## src/rtl/npc_lsu.sv

```systemverilog
// Load/store unit between the EXU and a single-port 64-bit data memory.
// Builds dword-aligned accesses with byte lanes, extends load data, and rejects misaligned accesses.
module npc_lsu #(
  parameter int ADDR_W  = 32,
  parameter int DATA_W  = 64,
  parameter int MEM_LAT = 1
) (
  input  logic              clk,
  input  logic              rst_n,
  input  logic              i_req_valid,
  output logic              o_req_ready,
  input  logic              i_req_wen,
  input  logic [ADDR_W-1:0] i_req_addr,
  input  logic [DATA_W-1:0] i_req_wdata,
  input  logic [1:0]        i_req_size,
  input  logic              i_req_unsigned,
  output logic              o_resp_valid,
  input  logic              i_resp_ready,
  output logic [DATA_W-1:0] o_resp_rdata,
  output logic              o_resp_misalign,
  output logic              o_mem_valid,
  output logic              o_mem_wen,
  output logic [ADDR_W-1:0] o_mem_raddr,
  output logic [ADDR_W-1:0] o_mem_waddr,
  output logic [DATA_W-1:0] o_mem_wdata,
  output logic [7:0]        o_mem_wmask,
  input  logic [DATA_W-1:0] i_mem_rdata
);

  localparam int CNT_W = (MEM_LAT < 1) ? 1 : $clog2(MEM_LAT + 1);

  typedef enum logic [1:0] {
    S_IDLE,
    S_MEM,
    S_WAIT,
    S_RESP
  } state_t;

  state_t              r_state;
  state_t              w_next;
  logic [CNT_W-1:0]    r_cnt;
  logic                r_wen;
  logic [2:0]          r_off;
  logic [1:0]          r_size;
  logic                r_unsigned;
  logic                r_resp_valid;
  logic [DATA_W-1:0]   r_resp_rdata;
  logic                r_resp_misalign;
  logic                r_mem_valid;
  logic                r_mem_wen;
  logic [ADDR_W-1:0]   r_mem_raddr;
  logic [ADDR_W-1:0]   r_mem_waddr;
  logic [DATA_W-1:0]   r_mem_wdata;
  logic [7:0]          r_mem_wmask;

  logic                w_accept;
  logic                w_misalign;
  logic [7:0]          w_size_mask;
  logic [7:0]          w_lane_mask;
  logic [ADDR_W-1:0]   w_dword_addr;
  logic [DATA_W-1:0]   w_lane_wdata;
  logic [DATA_W-1:0]   w_rdata_shifted;
  logic [DATA_W-1:0]   w_rdata_ext;

  function automatic logic [DATA_W-1:0] extend_load(
    input logic [DATA_W-1:0] raw,
    input logic [1:0]        size,
    input logic              uns
  );
    logic [DATA_W-1:0] res;
    case (size)
      2'd0:    res = {{(DATA_W-8){~uns & raw[7]}}, raw[7:0]};
      2'd1:    res = {{(DATA_W-16){~uns & raw[15]}}, raw[15:0]};
      2'd2:    res = {{(DATA_W-32){~uns & raw[31]}}, raw[31:0]};
      default: res = raw;
    endcase
    return res;
  endfunction

  assign o_req_ready     = (r_state == S_IDLE);
  assign o_resp_valid    = r_resp_valid;
  assign o_resp_rdata    = r_resp_rdata;
  assign o_resp_misalign = r_resp_misalign;
  assign o_mem_valid     = r_mem_valid;
  assign o_mem_wen       = r_mem_wen;
  assign o_mem_raddr     = r_mem_raddr;
  assign o_mem_waddr     = r_mem_waddr;
  assign o_mem_wdata     = r_mem_wdata;
  assign o_mem_wmask     = r_mem_wmask;

  assign w_accept     = i_req_valid & o_req_ready;
  assign w_dword_addr = {i_req_addr[ADDR_W-1:3], 3'b000};
  assign w_lane_wdata = i_req_wdata << {i_req_addr[2:0], 3'b000};
  assign w_lane_mask  = w_size_mask << i_req_addr[2:0];

  always_comb begin
    w_misalign  = 1'b0;
    w_size_mask = 8'h00;
    case (i_req_size)
      2'd0: begin
        w_misalign  = 1'b0;
        w_size_mask = 8'h01;
      end
      2'd1: begin
        w_misalign  = i_req_addr[0];
        w_size_mask = 8'h03;
      end
      2'd2: begin
        w_misalign  = |i_req_addr[1:0];
        w_size_mask = 8'h0F;
      end
      default: begin
        w_misalign  = |i_req_addr[2:0];
        w_size_mask = 8'hFF;
      end
    endcase
  end

  assign w_rdata_shifted = i_mem_rdata >> {r_off, 3'b000};
  assign w_rdata_ext     = extend_load(w_rdata_shifted, r_size, r_unsigned);

  always_ff @(posedge clk or negedge rst_n) begin
    if (!rst_n) begin
      r_state <= S_IDLE;
    end else begin
      r_state <= w_next;
    end
  end

  always_comb begin
    w_next = r_state;
    case (r_state)
      S_IDLE: begin
        if (w_accept) begin
          w_next = w_misalign ? S_RESP : S_MEM;
        end
      end
      S_MEM: begin
        w_next = r_wen ? S_RESP : S_WAIT;
      end
      S_WAIT: begin
        if (r_cnt == CNT_W'(1)) begin
          w_next = S_RESP;
        end
      end
      S_RESP: begin
        if (i_resp_ready) begin
          w_next = S_IDLE;
        end
      end
      default: w_next = S_IDLE;
    endcase
  end

  // Memory-side address/data/mask hold their last values; only the strobe and write enable drop.
  always_ff @(posedge clk or negedge rst_n) begin
    if (!rst_n) begin
      r_cnt           <= '0;
      r_wen           <= 1'b0;
      r_off           <= 3'd0;
      r_size          <= 2'd0;
      r_unsigned      <= 1'b0;
      r_resp_valid    <= 1'b0;
      r_resp_rdata    <= '0;
      r_resp_misalign <= 1'b0;
      r_mem_valid     <= 1'b0;
      r_mem_wen       <= 1'b0;
      r_mem_raddr     <= '0;
      r_mem_waddr     <= '0;
      r_mem_wdata     <= '0;
      r_mem_wmask     <= 8'h00;
    end else begin
      case (r_state)
        S_IDLE: begin
          if (w_accept) begin
            r_wen           <= i_req_wen;
            r_off           <= i_req_addr[2:0];
            r_size          <= i_req_size;
            r_unsigned      <= i_req_unsigned;
            r_resp_rdata    <= '0;
            r_resp_misalign <= w_misalign;
            if (w_misalign) begin
              r_resp_valid <= 1'b1;
            end else begin
              r_mem_valid <= 1'b1;
              r_mem_wen   <= i_req_wen;
              r_mem_raddr <= w_dword_addr;
              r_mem_waddr <= w_dword_addr;
              r_mem_wdata <= i_req_wen ? w_lane_wdata : '0;
              r_mem_wmask <= i_req_wen ? w_lane_mask : 8'h00;
            end
          end
        end
        S_MEM: begin
          r_mem_valid <= 1'b0;
          r_mem_wen   <= 1'b0;
          if (r_wen) begin
            r_resp_valid <= 1'b1;
          end else begin
            r_cnt <= CNT_W'(MEM_LAT);
          end
        end
        S_WAIT: begin
          if (r_cnt == CNT_W'(1)) begin
            r_resp_rdata <= w_rdata_ext;
            r_resp_valid <= 1'b1;
          end else begin
            r_cnt <= r_cnt - 1'b1;
          end
        end
        S_RESP: begin
          if (i_resp_ready) begin
            r_resp_valid <= 1'b0;
          end
        end
        default: ;
      endcase
    end
  end

endmodule

```

## config.mk

```make
export PLATFORM = sky130hd
export DESIGN_NAME = npc_lsu
export DESIGN_NICKNAME = d
export VERILOG_FILES = /design/src/rtl/npc_lsu.sv
export SDC_FILE = /design/constraint.sdc
export NUM_CORES = 1
export LEC_CHECK = 0
export ABC_AREA = 1
export ABC_CLOCK_PERIOD_IN_PS = 2100
export CORE_ASPECT_RATIO = 1.1
export CORE_MARGIN = 3
export CORE_UTILIZATION = 40
export CTS_CLUSTER_SIZE = 40
export DETAILED_ROUTE_END_ITERATION = 7
export PLACE_DENSITY = 0.8
export SLEW_MARGIN = 20
export SYNTH_ARGS = -nofsm -noshare
export SYNTH_HDL_FRONTEND = slang
export SYNTH_SLANG_ARGS = --single-unit
```

## constraint.sdc

```tcl
create_clock -name clk -period 2.1 [get_ports clk]
set_input_delay 0.21 -clock clk [delete_from_list [all_inputs] [get_ports clk]]
set_output_delay 0.21 -clock clk [all_outputs]
set_load 0.05 [all_outputs]
```

Word level (Yosys, flattened, before mapping)
Cells that the tools add are included.
{"block": "word_totals", "output_inout_bits": 205, "inputBits": 168, "reg_bits": 179, "word_cells": 82}
{"block": "op_classes", "addsub": 1, "n_eq_ne": 14, "bitwise": 6, "n_shift": 3, "n_reduce_logical": 15, "muxes": 29}
{"operator": "64-bit two-way mux", "count": 3}
{"operator": "64-bit case mux with 3 select lines", "count": 1}
{"operator": "64-bit case mux with 2 select lines", "count": 1}
{"operator": "64-bit by 6-bit left shift with 64-bit output", "count": 1}
{"operator": "64-bit by 6-bit >> shifter with 64-bit output", "count": 1}
{"operator": "8-bit case mux with 3 select lines", "count": 1}
{"operator": "1-bit two-way mux", "count": 12}
{"operator": "3-bit AND reduction", "count": 4}
{"operator": "2-bit != test (second input constant)", "count": 5}
{"operator": "2-bit equality test (second input constant)", "count": 4}
{"operator": "2-bit two-way mux", "count": 4}
{"operator": "8-bit two-way mux", "count": 1}
{"operator": "2-bit case mux with 4 select lines", "count": 1}
{"operator": "8-bit by 3-bit left shift with 8-bit output", "count": 1}
{"operator": "2-bit by 1-bit equality test with 1-bit output (second input constant)", "count": 3}
{"operator": "2-bit zero test", "count": 3}
{"operator": "1-bit case mux with 2 select lines", "count": 3}
{"operator": "2-bit nonzero test", "count": 3}
{"operator": "5-bit AND reduction", "count": 1}
{"operator": "1-bit bitwise AND", "count": 4}
{"operator": "2-bit by 1-bit != test with 1-bit output (second input constant)", "count": 2}
{"operator": "1-bit case mux with 4 select lines", "count": 1}
{"operator": "2-bit AND reduction", "count": 2}
{"operator": "1-bit case mux with 3 select lines", "count": 1}
{"operator": "other kinds (4)", "count": 5}

Logic depth before layout (Yosys ltp)
Gate-level depths: netlist of the first run.
{"block": "depth", "depth_word": 5, "depth_mapped": 13, "mapped_depth_nobuf": 11}

Worst setup path after synthesis of the first run
No wires, ideal clock.
{"block": "synth_timing", "path_kind": "register -> register", "from": "reg r_state[0]", "to": "reg r_mem_wdata[25] (netlist: o_mem_wdata[25])", "slack_ns": -0.036, "period_less_slack_ns": 2.136, "n_path_buf": 2, "stages_incl_launch_ff": 10, "setup_time_ns": 0.118, "t_required_ns": 1.982, "t_arrival_ns": 2.018, "path_cell_list": "dfrtp_1 > inv_1 > ha_1 > nand2_1 > nor2_4 > inv_2 > buf_6 > buf_6 > nand2_1 > nand2_1"}
{"block": "synth_via", "elab_chain_cells": 3}
{"element": "start, declared", "line": "39", "source": "state_t r_state;"}
{"element": "start signal, assigned", "line": "126", "source": "r_state <= w_next;"}
{"element": "2-bit zero test *", "line": "80", "source": "assign o_req_ready = (r_state == S_IDLE);"}
{"element": "via o_req_ready", "line": "11", "source": "output logic o_req_ready,"}
{"element": "1-bit bitwise AND", "line": "91", "source": "assign w_accept = i_req_valid & o_req_ready;"}
{"element": "3-bit AND reduction (no line) *"}
{"element": "end signal, assigned", "line": "189", "source": "r_mem_wdata <= i_req_wen ? w_lane_wdata : '0;"}
{"element": "end, declared", "line": "53", "source": "logic [DATA_W-1:0] r_mem_wdata;"}
The timed path passes the listed nets; every way through them passes the cells marked *.
A chain may end at the register's enable or synchronous reset.

Worst setup path after layout of the first run
{"block": "layout_timing", "from": "reg r_state[0]", "to": "reg r_resp_rdata[51] (netlist: o_resp_rdata[51])"}
{"block": "layout_via", "elab_chain_cells": 4, "elab_cells_between_ends": 8, "cone_classes": "eq/ne: 3; mux: 1; bitwise: 1; reduce/logical: 3"}
{"element": "2-bit zero test", "line": "80, 173"}
{"element": "1-bit bitwise AND", "line": "91"}
{"element": "2-bit by 1-bit != test with 1-bit output (no line)"}
{"element": "3-bit AND reduction (no line)"}
{"element": "end signal, assigned", "line": "205", "source": "r_resp_rdata <= w_rdata_ext;"}
{"element": "end, declared", "line": "47", "source": "logic [DATA_W-1:0] r_resp_rdata;"}
Several ways; a longest one is shown, not always the timed one.

==> qor.yml, run 1 <==
cp_max_fo: 34
grt_antenna_before_repair: 1
grt_max_degree: 70
synth_edf_count: 0
p_comb_share_pct: 63.3
crit_buf_inv: 5
slew_viol_final: 0
yosys_warnings: 0
period_needed_ps: 1945
skew_ps: 11.01
switchingPower_mw: 12.97
grt_pass1_wl_um: 66780
postSynthCellCount: 1641
post-route-drc-count: 0
place_ws_ps: 52.29
p_int_mw: 11.32
start_util_pct: 41.12
setup_viol: 0
p_leak_nw: 7.844
dieWidth_um: 165.9
dr.pass1.iters: 7
avgSynthCellArea_um2: 6.854
r2r-start: "r_state[0]"
cts_max_level: 4
cts_buffer_depth: 2
slew_headroom_pct: 57.06
critPathSlowestCell: "dfrtp_1"
cp.required_ps: 2410
hold_depth: 4
cp-start-kind: "flip-flop"
place.gp.congestion: 0.9788
swShare_pct: 53.39
cpPeakStageDelay_ps: 410
max_freq_mhz: 514.2
drt_wl_total_um: 42290
tns_ps: 0
synth_ff_type: "dfrtp_1"
path_clk_slew_ps: 70
ys_seq_elements: 179
clkLatencyLatePin_ps: 430
die_h_um: 181.9
path_class: "reg -> reg"
place.detailed.hpwl_um: 32350
rr_endpoint: "o_resp_rdata[51]"
hold_violations: 0
power_density_mw_per_mm2: 1543
clockRootBuffer: "clkbuf_16"
drive_above_1_share_pct: 6.343
hp-class: "in -> reg"
worst_pin_slew_ps: 642.0
async_flop_share_pct: 100.0
viasPerCell: 5.287
cp_cell_sequence: "inv_1 -> ha_2 -> inv_1 -> o21ai_0 -> inv_1 -> nand2_1 -> inv_2 -> buf_12 -> nand2_1 -> o21bai_1 -> nand2_1"
core-area_mm2: 0.02735
pwr-share-clk_pct: 13.3
ys_seq_area_share_pct: 39.83
yosys.cell_types.count: 40
synth.top_cell.area_share_pct: 39.83
arrival_ps: 2260
io_pins: 373
post-route-period-util_pct: 92.61
gr-total-overflow: 0
critPathTopFamily: "buffers and inverters"
seqPwrFrac_pct: 23.4
fp.dieArea_mm2: 0.03017
fin_cells: 2312
io_buffers: 366
antenna_cells: 0
placedCellCount: 2277
timing.hold.ws_ps: 274.7
routedWlPerCell_um: 18.29
grt_pass1_vias: 12090
area_growth_pct: 39.97
min_from: "i_req_addr[1]"
rsz0062_at_grt: "no"
cts_tree: "yes"
ff2ff_path_depth: 11
cts_buffers: 17
ant_nets: 0
synth_area_mm2: 0.01125
synth_area_leaders: "dfrtp_1, nand2_1, o21ai_0"
status: "finished clean"
drt_iter0_drc: 1295
cap_violations: 0
setup_ws_ps: 155.2
fp-row-count: 63
dr_total_vias: 12220
r2r_slack_ps: 160
hold_end: "o_mem_wmask[4]"
cp-end-kind: "flip-flop"
clock-sinks: 179
vdd_ir_drop_max_mv: 1.373
grt_usage_pct: 27.71
synth_area_leader_cell: "dfrtp_1"
finalNetCount: 2115
tightest hold or removal path, stage by stage:
cell      delay (ps)
buf_2            140
nor2_4            60
o211ai_1         170
o21ai_0           80
flip-flops by register name, indices dropped and copies added (netlist names):
signal and flops:
r_size 2, r_unsigned 1, r_wen 1, o_mem_wen 1, o_mem_wdata 64, r_cnt 1, o_resp_valid 1, o_mem_wmask 8
o_resp_rdata 64, o_mem_raddr 29, r_off 3, o_resp_misalign 1, o_mem_valid 1, r_state 2
worst max path at each step:
| stage | to | slack (ps) | start | cells after the start |
|---|---|---|---|---|
| 4_1_cts | o_mem_wdata[4] | 90 | r_state[0] | 9 |
| 3_3_place_gp | o_mem_wdata[4] | 90 | i_req_addr[2] | 10 |
| 5_1_grt | o_resp_rdata[51] | 0.2 | r_state[0] | 11 |
| 3_5_place_dp | o_mem_wdata[4] | 50 | i_req_size[1] | 10 |
| 6_report | o_resp_rdata[51] | 160 | r_state[0] | 11 |
| 2_1_floorplan | o_resp_rdata[34] | 210 | r_state[0] | 11 |
cells in the mapped netlist, types with 2 or more instances:
library cell and number:
a21oi_1 35, nor2_4 3, buf_1 6, nand2_1 779
buf_2 40, dfrtp_1 179, or2_2 2, o21ai_1 9
nor2_1 22, buf_6 16, a22o_1 2, o21bai_1 32
nand3_1 104, o211ai_1 42, o21ai_0 165, clkbuf_1 47
nand2_4 2, inv_1 62, ha_1 5, o22ai_1 2
o31ai_1 7, buf_4 42, inv_2 6, o21ai_2 2
mux2i_1 15
per-stage QoR:
| stage | util, % | instance area, um^2 | total power, mW |
|---|---|---|---|
| floorplan | - | 11270 | 15.99 |
| global placement | 55.32 | 15130 | 20.89 |
| detailed placement | 55.32 | 15130 | 21.03 |
| CTS | 57.50 | 15730 | 24.34 |
| global route | 57.55 | 15740 | 25.74 |
| finish | 57.55 | 15740 | 24.29 |
power groups by stage:
| stage | sequential, mW | combinational (mW) | clock, mW |
|---|---|---|---|
| CTS | 5.69 | 15.4 | 3.30 |
| floorplan | 9.26 | 6.73 | 0 |
| finish | 5.68 | 15.4 | 3.23 |
| global route | 5.84 | 16.5 | 3.45 |
| global placement | 5.72 | 15.2 | 0 |
| detailed placement | 5.70 | 15.3 | 0 |
layer usage:
layer | GRT usage, % | share of wire [%] | wire length [um] | up-vias
met1 | 34.29 | 39 | 16530 | 5661
met3 | 5.552 | 8.2 | 3461 | 86
met2 | 47.99 | 49 | 20710 | 633
met5 | 0 | 0.031 | 13 | -
li1 | - | - | - | 5842
met4 | 10.32 | 3.7 | 1583 | 2
cell families after synthesis:
logic type               Yosys count  synth area share [%]
AND/OR/NAND/NOR                  920                 32.51
AO/OA/AOI/OAI                    301                 15.46
buffers and inverters            220                 10.28
flip-flops                       179                 39.83
multiplexers                      15                 1.335
adder cells (fa/ha/maj)            5                0.5562
other                              1               0.03334
layout by cell type, fill, tap and decap left out, types with 4 or more instances in the layout:
cell type	netlist	layout
clkbuf_16	0	17
o31ai_1	7	7
inv_2	6	5
buf_4	42	49
inv_6	0	6
nand3_1	104	104
dfrtp_1	179	176
nor2_4	3	4
conb_1	1	6
a21oi_1	35	35
inv_1	62	62
o21ai_0	165	165
o21bai_1	32	32
ha_1	5	4
mux2i_1	15	15
o211ai_1	42	42
nand2_1	779	779
buf_12	0	16
nor2_1	22	21
clkdlybuf4s50_1	0	359
o21ai_1	9	9
what timing repair did:
item,4_1_cts,5_1_grt
endpoints found under the setup margin,0,77
hold endpoints to repair,39,0
buffers inserted,0,2
resized for setup,0,1
hold buffers,1,0
area by class of cell:
class / instances / area, um^2
fill: 2488 / 11610
multi-input combinational: 1247 / 5648
sequential: 179 / 4483
timing repair buffer: 428 / 4315
tap: 357 / 446.7
clock buffer: 17 / 425.4
inverter: 69 / 264.0
clock inverter: 15 / 160.2
(Power assumes the default switching activity.)
==> run 2: changes to the inputs <==
--- a/config.mk
+++ b/config.mk
@@ -10,7 +10,7 @@
 export CORE_ASPECT_RATIO = 1.1
 export CORE_MARGIN = 3
 export CORE_UTILIZATION = 40
-export CTS_CLUSTER_SIZE = 40
+export CTS_CLUSTER_SIZE = 24
 export DETAILED_ROUTE_END_ITERATION = 7
 export PLACE_DENSITY = 0.8
 export SLEW_MARGIN = 20
==> constraint.sdc (replaced) <==
create_clock -name clk -period 2.1 [get_ports clk]
set_input_delay 0.21 -clock clk [delete_from_list [all_inputs] [get_ports clk]]
set_output_delay 0.21 -clock clk [all_outputs]
set_load 0.005 [all_outputs]
==> run 2 against run 1 <==
Effect of this change:
- hold slack worse by 23 ps
- largest power group unchanged
- count of clock-buffer cells in the layout rose by 1
- critical path depth is 7 lower
- highest routed layer unchanged
- maximum frequency down 5.1%
- final area grew 0.14%
- power shrank 19%
- setup slack lost 110 ps
==> qor.yml, run 2 (synthesized netlist as in run 1, its figures left out) <==
skew_ps: 10.45  # was 11.01 ps
r2r-start: "r_state[0]"  # unchanged
arrival_ps: 1840  # was 2260 ps
grt_antenna_before_repair: 2  # was 1
viasPerCell: 5.327  # was 5.287
routedWlPerCell_um: 18.55  # was 18.29 um
p_int_mw: 11.45  # was 11.32 mW
grt_pass1_vias: 12010  # was 12.09k
setup_viol: 0  # unchanged
area_growth_pct: 40.17  # was 39.97%
max_freq_mhz: 487.8  # was 514.2 MHz
io_pins: 373  # unchanged
fp.dieArea_mm2: 0.03017  # unchanged
dieWidth_um: 165.9  # unchanged
seqPwrFrac_pct: 28.8  # was 23.4%
antenna_cells: 0  # unchanged
hold_depth: 3  # was 4
cts_tree: "yes"  # unchanged
drive_above_1_share_pct: 5.997  # was 6.343%
layout_commonest_cell: "nand2_1"  # unchanged
grt_usage_pct: 27.72  # was 27.71%
slew_viol_final: 0  # unchanged
post-route-period-util_pct: 97.62  # was 92.61%
place.gp.congestion: 0.9850  # was 0.9788
status: "finished clean"  # unchanged
path_class: "reg -> out"  # was reg -> reg
slew_headroom_pct: 57.71  # was 57.06%
min_from: "i_req_addr[0]"  # was i_req_addr[1]
cp-start-kind: "flip-flop"  # unchanged
placedInstanceArea_mm2: 0.01516  # was 0.01513 mm^2
grt_pass1_wl_um: 66640  # was 66780 um
cap_violations: 0  # unchanged
cp_cell_sequence: "inv_2 -> ha_2 -> buf_4 -> clkdlybuf4s50_1"  # was inv_1 -> ha_2 -> inv_1 -> o21ai_0 -> inv_1 -> nand2_1 -> inv_2 -> buf_12 -> nand2_1 -> o21bai_1 -> nand2_1
critPathSlowestCell: "clkdlybuf4s50_1"  # was dfrtp_1
fp-row-count: 63  # unchanged
gr-total-overflow: 0  # unchanged
cpPeakStageDelay_ps: 510  # was 410 ps
cp_max_fo: 5  # was 34
clockRootBuffer: "clkbuf_16"  # unchanged
worst_pin_slew_ps: 627.8  # was 642.0 ps
clkLatencyLatePin_ps: 440  # was 430 ps
final_cell_mix: "nand2_1, clkdlybuf4s50_1, dfrtp_1"  # unchanged
cts_buffer_depth: 2  # unchanged
final_area_mm2: 0.01577  # was 0.01574 mm^2
p_leak_nw: 7.826  # was 7.844 nW
vdd_ir_drop_max_mv: 0.6505  # was 1.373 mV
cp.required_ps: 1890  # was 2410 ps
cp-end-kind: "output port"  # was flip-flop
post-route-drc-count: 0  # unchanged
core-area_mm2: 0.02735  # unchanged
io_buffers: 366  # unchanged
finalNetCount: 2111  # was 2115
drt_iter0_drc: 1252  # was 1295
period_needed_ps: 2050  # was 1945 ps
ff2ff_path_depth: 11  # unchanged
dr_total_vias: 12300  # was 12.22k
hold_end: "r_off[0]"  # was o_mem_wmask[4]
drt_wl_total_um: 42810  # was 42290 um
hold_violations: 0  # unchanged
clock-sinks: 179  # unchanged
pwr-share-clk_pct: 16.6  # was 13.3%
die_h_um: 181.9  # unchanged
rsz0062_at_grt: "no"  # unchanged
p_comb_share_pct: 54.6  # was 63.3%
rr_endpoint: "o_resp_rdata[40]"  # was o_resp_rdata[51]
dr.pass1.iters: 5  # was 7
hp-class: "in -> reg"  # unchanged
swShare_pct: 42.08  # was 53.39%
power_density_mw_per_mm2: 1254  # was 1543 mW/mm^2
cts_setup_buffers: 0  # unchanged
cts_max_level: 4  # unchanged
ant_nets: 0  # unchanged
r2r_slack_ps: 80  # was 160 ps
tns_ps: 0  # unchanged
grt_max_degree: 71  # was 70
power.total_mw: 19.76  # was 24.29 mW
path_clk_slew_ps: 80  # was 70 ps
fillCellCount: 2582  # was 2488
place.detailed.hpwl_um: 32410  # was 32350 um
cts_buffers: 17  # unchanged
start_util_pct: 41.12  # unchanged
switchingPower_mw: 8.315  # was 12.97 mW
-- run 2: worst max-delay path by stage --
stage | startpoint | depth (start not counted) | to | slack, ps
2_1_floorplan | r_state[0] | 11 | o_resp_rdata[34] | 360
3_3_place_gp | i_mem_rdata[55] | 10 | o_resp_rdata[32] | 100
3_5_place_dp | r_state[0] | 11 | o_resp_rdata[46] | 60
4_1_cts | r_state[0] | 4 | o_req_ready | 20
5_1_grt | r_state[1] | 4 | o_req_ready | 2
6_report | r_state[0] | 4 | o_req_ready | 50
-- run 2: power groups by stage --
stage | sequential, mW | clock, mW | combinational (mW)
after floorplan | 5.49 | 0 | 5.75
after global placement | 5.71 | 0 | 10.6
after detailed placement | 5.71 | 0 | 10.8
after CTS | 5.69 | 3.34 | 10.8
after global routing | 5.84 | 3.46 | 11.8
final | 5.69 | 3.27 | 10.8
-- run 2: area by class of cell --
cell class | count | area (um^2) | share of cell area, %
multi-input cells | 1247 | 5648 | 35.83
well taps | 357 | 446.7 | 2.833
repair buffers | 424 | 4337 | 27.51
clock buffers | 18 | 429.2 | 2.722
inverters | 69 | 262.8 | 1.667
flip-flops and latches | 179 | 4483 | 28.44
clock inverters | 14 | 158.9 | 1.008
-- run 2: metal layers --
metal | vias to the layer above | GRT usage, % | routed length (um)
met5 | - | 0 | 27
li1 | 5834 | - | -
met1 | 5696 | 34.79 | 17010
met3 | 86 | 5.204 | 3496
met2 | 675 | 46.92 | 20610
met4 | 4 | 11.85 | 1666
-- run 2: timing repair --
action | in CTS | in global routing
gates resized for setup | 2 | 3
setup endpoints to repair | 1 | 2
hold endpoints to repair | 51 | 0
hold buffers | 1 | 0
-- run 2: metrics by stage --
step	utilization (%)	hold slack, ps	instances	setup slack, ps
2_1_floorplan	-	-85.59	1646	355.2
3_3_place_gp	55.43	219.8	2275	100.8
3_5_place_dp	55.43	224.9	2275	56.39
4_1_cts	57.61	232.9	2308	18.48
5_1_grt	57.64	262.4	2308	1.720
6_report	57.64	252.1	2308	50.06
-- run 2: worst max-delay path: cells and delay by family (launching register included) --
family	cells	cell delay, ps
adders and majority gates	1	200
buffers and inverters	3	780
DFF	1	420
==> run 3: changes to the inputs <==
--- a/config.mk
+++ b/config.mk
@@ -12,7 +12,7 @@
 export CORE_UTILIZATION = 40
 export CTS_CLUSTER_SIZE = 24
 export DETAILED_ROUTE_END_ITERATION = 7
-export PLACE_DENSITY = 0.8
+export PLACE_DENSITY = 0.72
 export SLEW_MARGIN = 20
 export SYNTH_ARGS = -nofsm -noshare
 export SYNTH_HDL_FRONTEND = slang
==> run 3 against run 2 <==
Effect of this change:
- die area unchanged
- count of clock-buffer cells in the layout unchanged
- sequential share of layout area about the same
- sequential power decreased by 0.7%
- setup slack improved by 30 ps
- power decreased by 1.1%
- via count decreased by 1.7%
- non-clock buffer count increased by 4
- global-route usage decreased by 0.47 points
- critical path depth unchanged
- maximum frequency increased by 1.5%
==> qor.yml, run 3 (synthesized netlist as in run 1, its figures left out) <==
drive_above_1_share_pct: 6.189  # was 5.997%
cts_buffers: 17  # unchanged
fp-row-count: 63  # unchanged
max_freq_mhz: 495.1  # was 487.8 MHz
routedWlPerCell_um: 18.14  # was 18.55 um
gr-total-overflow: 0  # unchanged
crit_buf_inv: 3  # unchanged
cp.required_ps: 1890  # about the same
io_buffers: 366  # unchanged
critPathTopFamily: "buffers and inverters"  # unchanged
power_density_mw_per_mm2: 1240  # was 1254 mW/mm^2
cp-start-kind: "flip-flop"  # unchanged
vdd_ir_drop_max_mv: 0.8126  # was 0.6505 mV
critPathSlowestCell: "clkdlybuf4s50_1"  # unchanged
cp_cell_sequence: "inv_2 -> ha_4 -> buf_4 -> clkdlybuf4s50_1"  # was inv_2 -> ha_2 -> buf_4 -> clkdlybuf4s50_1
path_class: "reg -> out"  # unchanged
cts_buffer_depth: 2  # unchanged
hold_violations: 0  # unchanged
cp_max_fo: 5  # unchanged
finalNetCount: 2115  # was 2111
clockRootBuffer: "clkbuf_16"  # unchanged
viasPerCell: 5.225  # was 5.327
post-route-drc-count: 0  # unchanged
path_clk_slew_ps: 70  # was 80 ps
grt_pass1_vias: 11940  # was 12.01k
dieWidth_um: 165.9  # unchanged
clock-sinks: 179  # unchanged
grt_max_degree: 65  # was 71
final_cell_mix: "nand2_1, clkdlybuf4s50_1, dfrtp_1"  # unchanged
dr.pass1.iters: 6  # was 5
io_pins: 373  # unchanged
seqPwrFrac_pct: 28.9  # was 28.8%
start_util_pct: 41.12  # unchanged
status: "finished clean"  # unchanged
dr_total_vias: 12090  # was 12.30k
tns_ps: 0  # unchanged
die_h_um: 181.9  # unchanged
rsz0062_at_grt: "no"  # unchanged
swShare_pct: 42.27  # was 42.08%
p_leak_nw: 7.833  # was 7.826 nW
layout_commonest_cell: "nand2_1"  # unchanged
place.detailed.hpwl_um: 31700  # was 32410 um
skew_ps: 14.22  # was 10.45 ps
clkLatencyLatePin_ps: 440  # about the same
setup_viol: 0  # unchanged
area_growth_pct: 40.09  # was 40.17%
cts_max_level: 4  # unchanged
place.gp.congestion: 0.9139  # was 0.9850
timing.hold.ws_ps: 276.8  # was 252.1 ps
cpPeakStageDelay_ps: 520  # was 510 ps
arrival_ps: 1810  # was 1840 ps
cp-end-kind: "output port"  # unchanged
period_needed_ps: 2020  # was 2050 ps
core-area_mm2: 0.02735  # unchanged
ant_nets: 0  # unchanged
fp.dieArea_mm2: 0.03017  # unchanged
place_ws_ps: 24.82  # was 56.39 ps
cts_tree: "yes"  # unchanged
grt_pass1_wl_um: 65940  # was 66640 um
pwr-share-clk_pct: 16.6  # about the same
drt_wl_total_um: 41960  # was 42810 um
grt_antenna_before_repair: 1  # was 2
slew_viol_final: 0  # unchanged
drt_iter0_drc: 1093  # was 1252
setup_ws_ps: 80.37  # was 50.06 ps
switchingPower_mw: 8.260  # was 8.315 mW
power.total_mw: 19.54  # was 19.76 mW
p_comb_share_pct: 54.5  # was 54.6%
grt_usage_pct: 27.25  # was 27.72%
cap_violations: 0  # unchanged
p_int_mw: 11.28  # was 11.45 mW
hp-class: "in -> reg"  # unchanged
post-route-period-util_pct: 96.17  # was 97.62%
==> run 3: cell count changes in the layout (fill, tap and decap cells not counted), sizes merged <==
cell      change
inv           +1
diode         +1
bufinv        -1
clkinv        +1
buf           +4
clkinvlp      -1
==> run 3: power groups by stage <==
stage / clock [mW] / combinational, mW / sequential, mW
final: 3.24 / 10.7 / 5.65
after global routing: 3.49 / 11.8 / 5.80
after CTS: 3.31 / 10.7 / 5.65
after detailed placement: 0 / 10.6 / 5.67
after global placement: 0 / 10.5 / 5.69
after floorplan: 0 / 5.75 / 5.49
==> run 3: stage by stage <==
| stage | instances | utilization, % | instance area, um^2 |
|---|---|---|---|
| after floorplan | 1646 | - | 11270 |
| after global placement | 2279 | 55.40 | 15150 |
| after detailed placement | 2279 | 55.40 | 15150 |
| after CTS | 2312 | 57.60 | 15750 |
| after global routing | 2313 | 57.60 | 15760 |
| final | 2313 | 57.60 | 15760 |
==> run 3: routing by layer <==
metal  part of all wire [%]  GRT usage [%]  vias up
met5                      0              0        -
met3                    7.8          6.532       69
met4                    3.5          10.05        0
met1                     38          32.30     5641
li1                       -              -     5840
met2                     50          48.11      536
==> run 3: worst paths after layout <==
path	start	endpoint	slack, ps	depth (start not counted)
hold reg to reg	r_cnt	r_cnt	470	2
hold / removal	i_req_addr[0]	r_off[0]	280	3
min in group asynchronous	rst_n	o_resp_rdata[49]	340	2
setup / recovery	r_state[0]	o_req_ready	80	4
setup reg to reg	r_off[0]	o_resp_rdata[56]	220	10
max in group asynchronous	rst_n	o_resp_misalign	1080	3
==> run 3: layout make-up <==
cell class                 count  area (um^2)
tap                          357        446.7
clock buffer                  18        429.2
timing repair buffer         428         4325
antenna                        1        2.502
inverter                      69        262.8
clock inverter                14        148.9
multi-input combinational   1247         5658
fill                        2599        11600
sequential                   179         4483
==> run 3: tightest hold or removal path, cell delays in order <==
cell	delay, ps
buf_2	170
inv_2	170
o21ai_0	110
==> run 3: what timing repair did <==
action,in CTS,in global routing
gates resized for setup,4,0
hold endpoints to repair,53,0
setup buffers,0,0
setup endpoints to repair,1,0
hold buffers,1,0
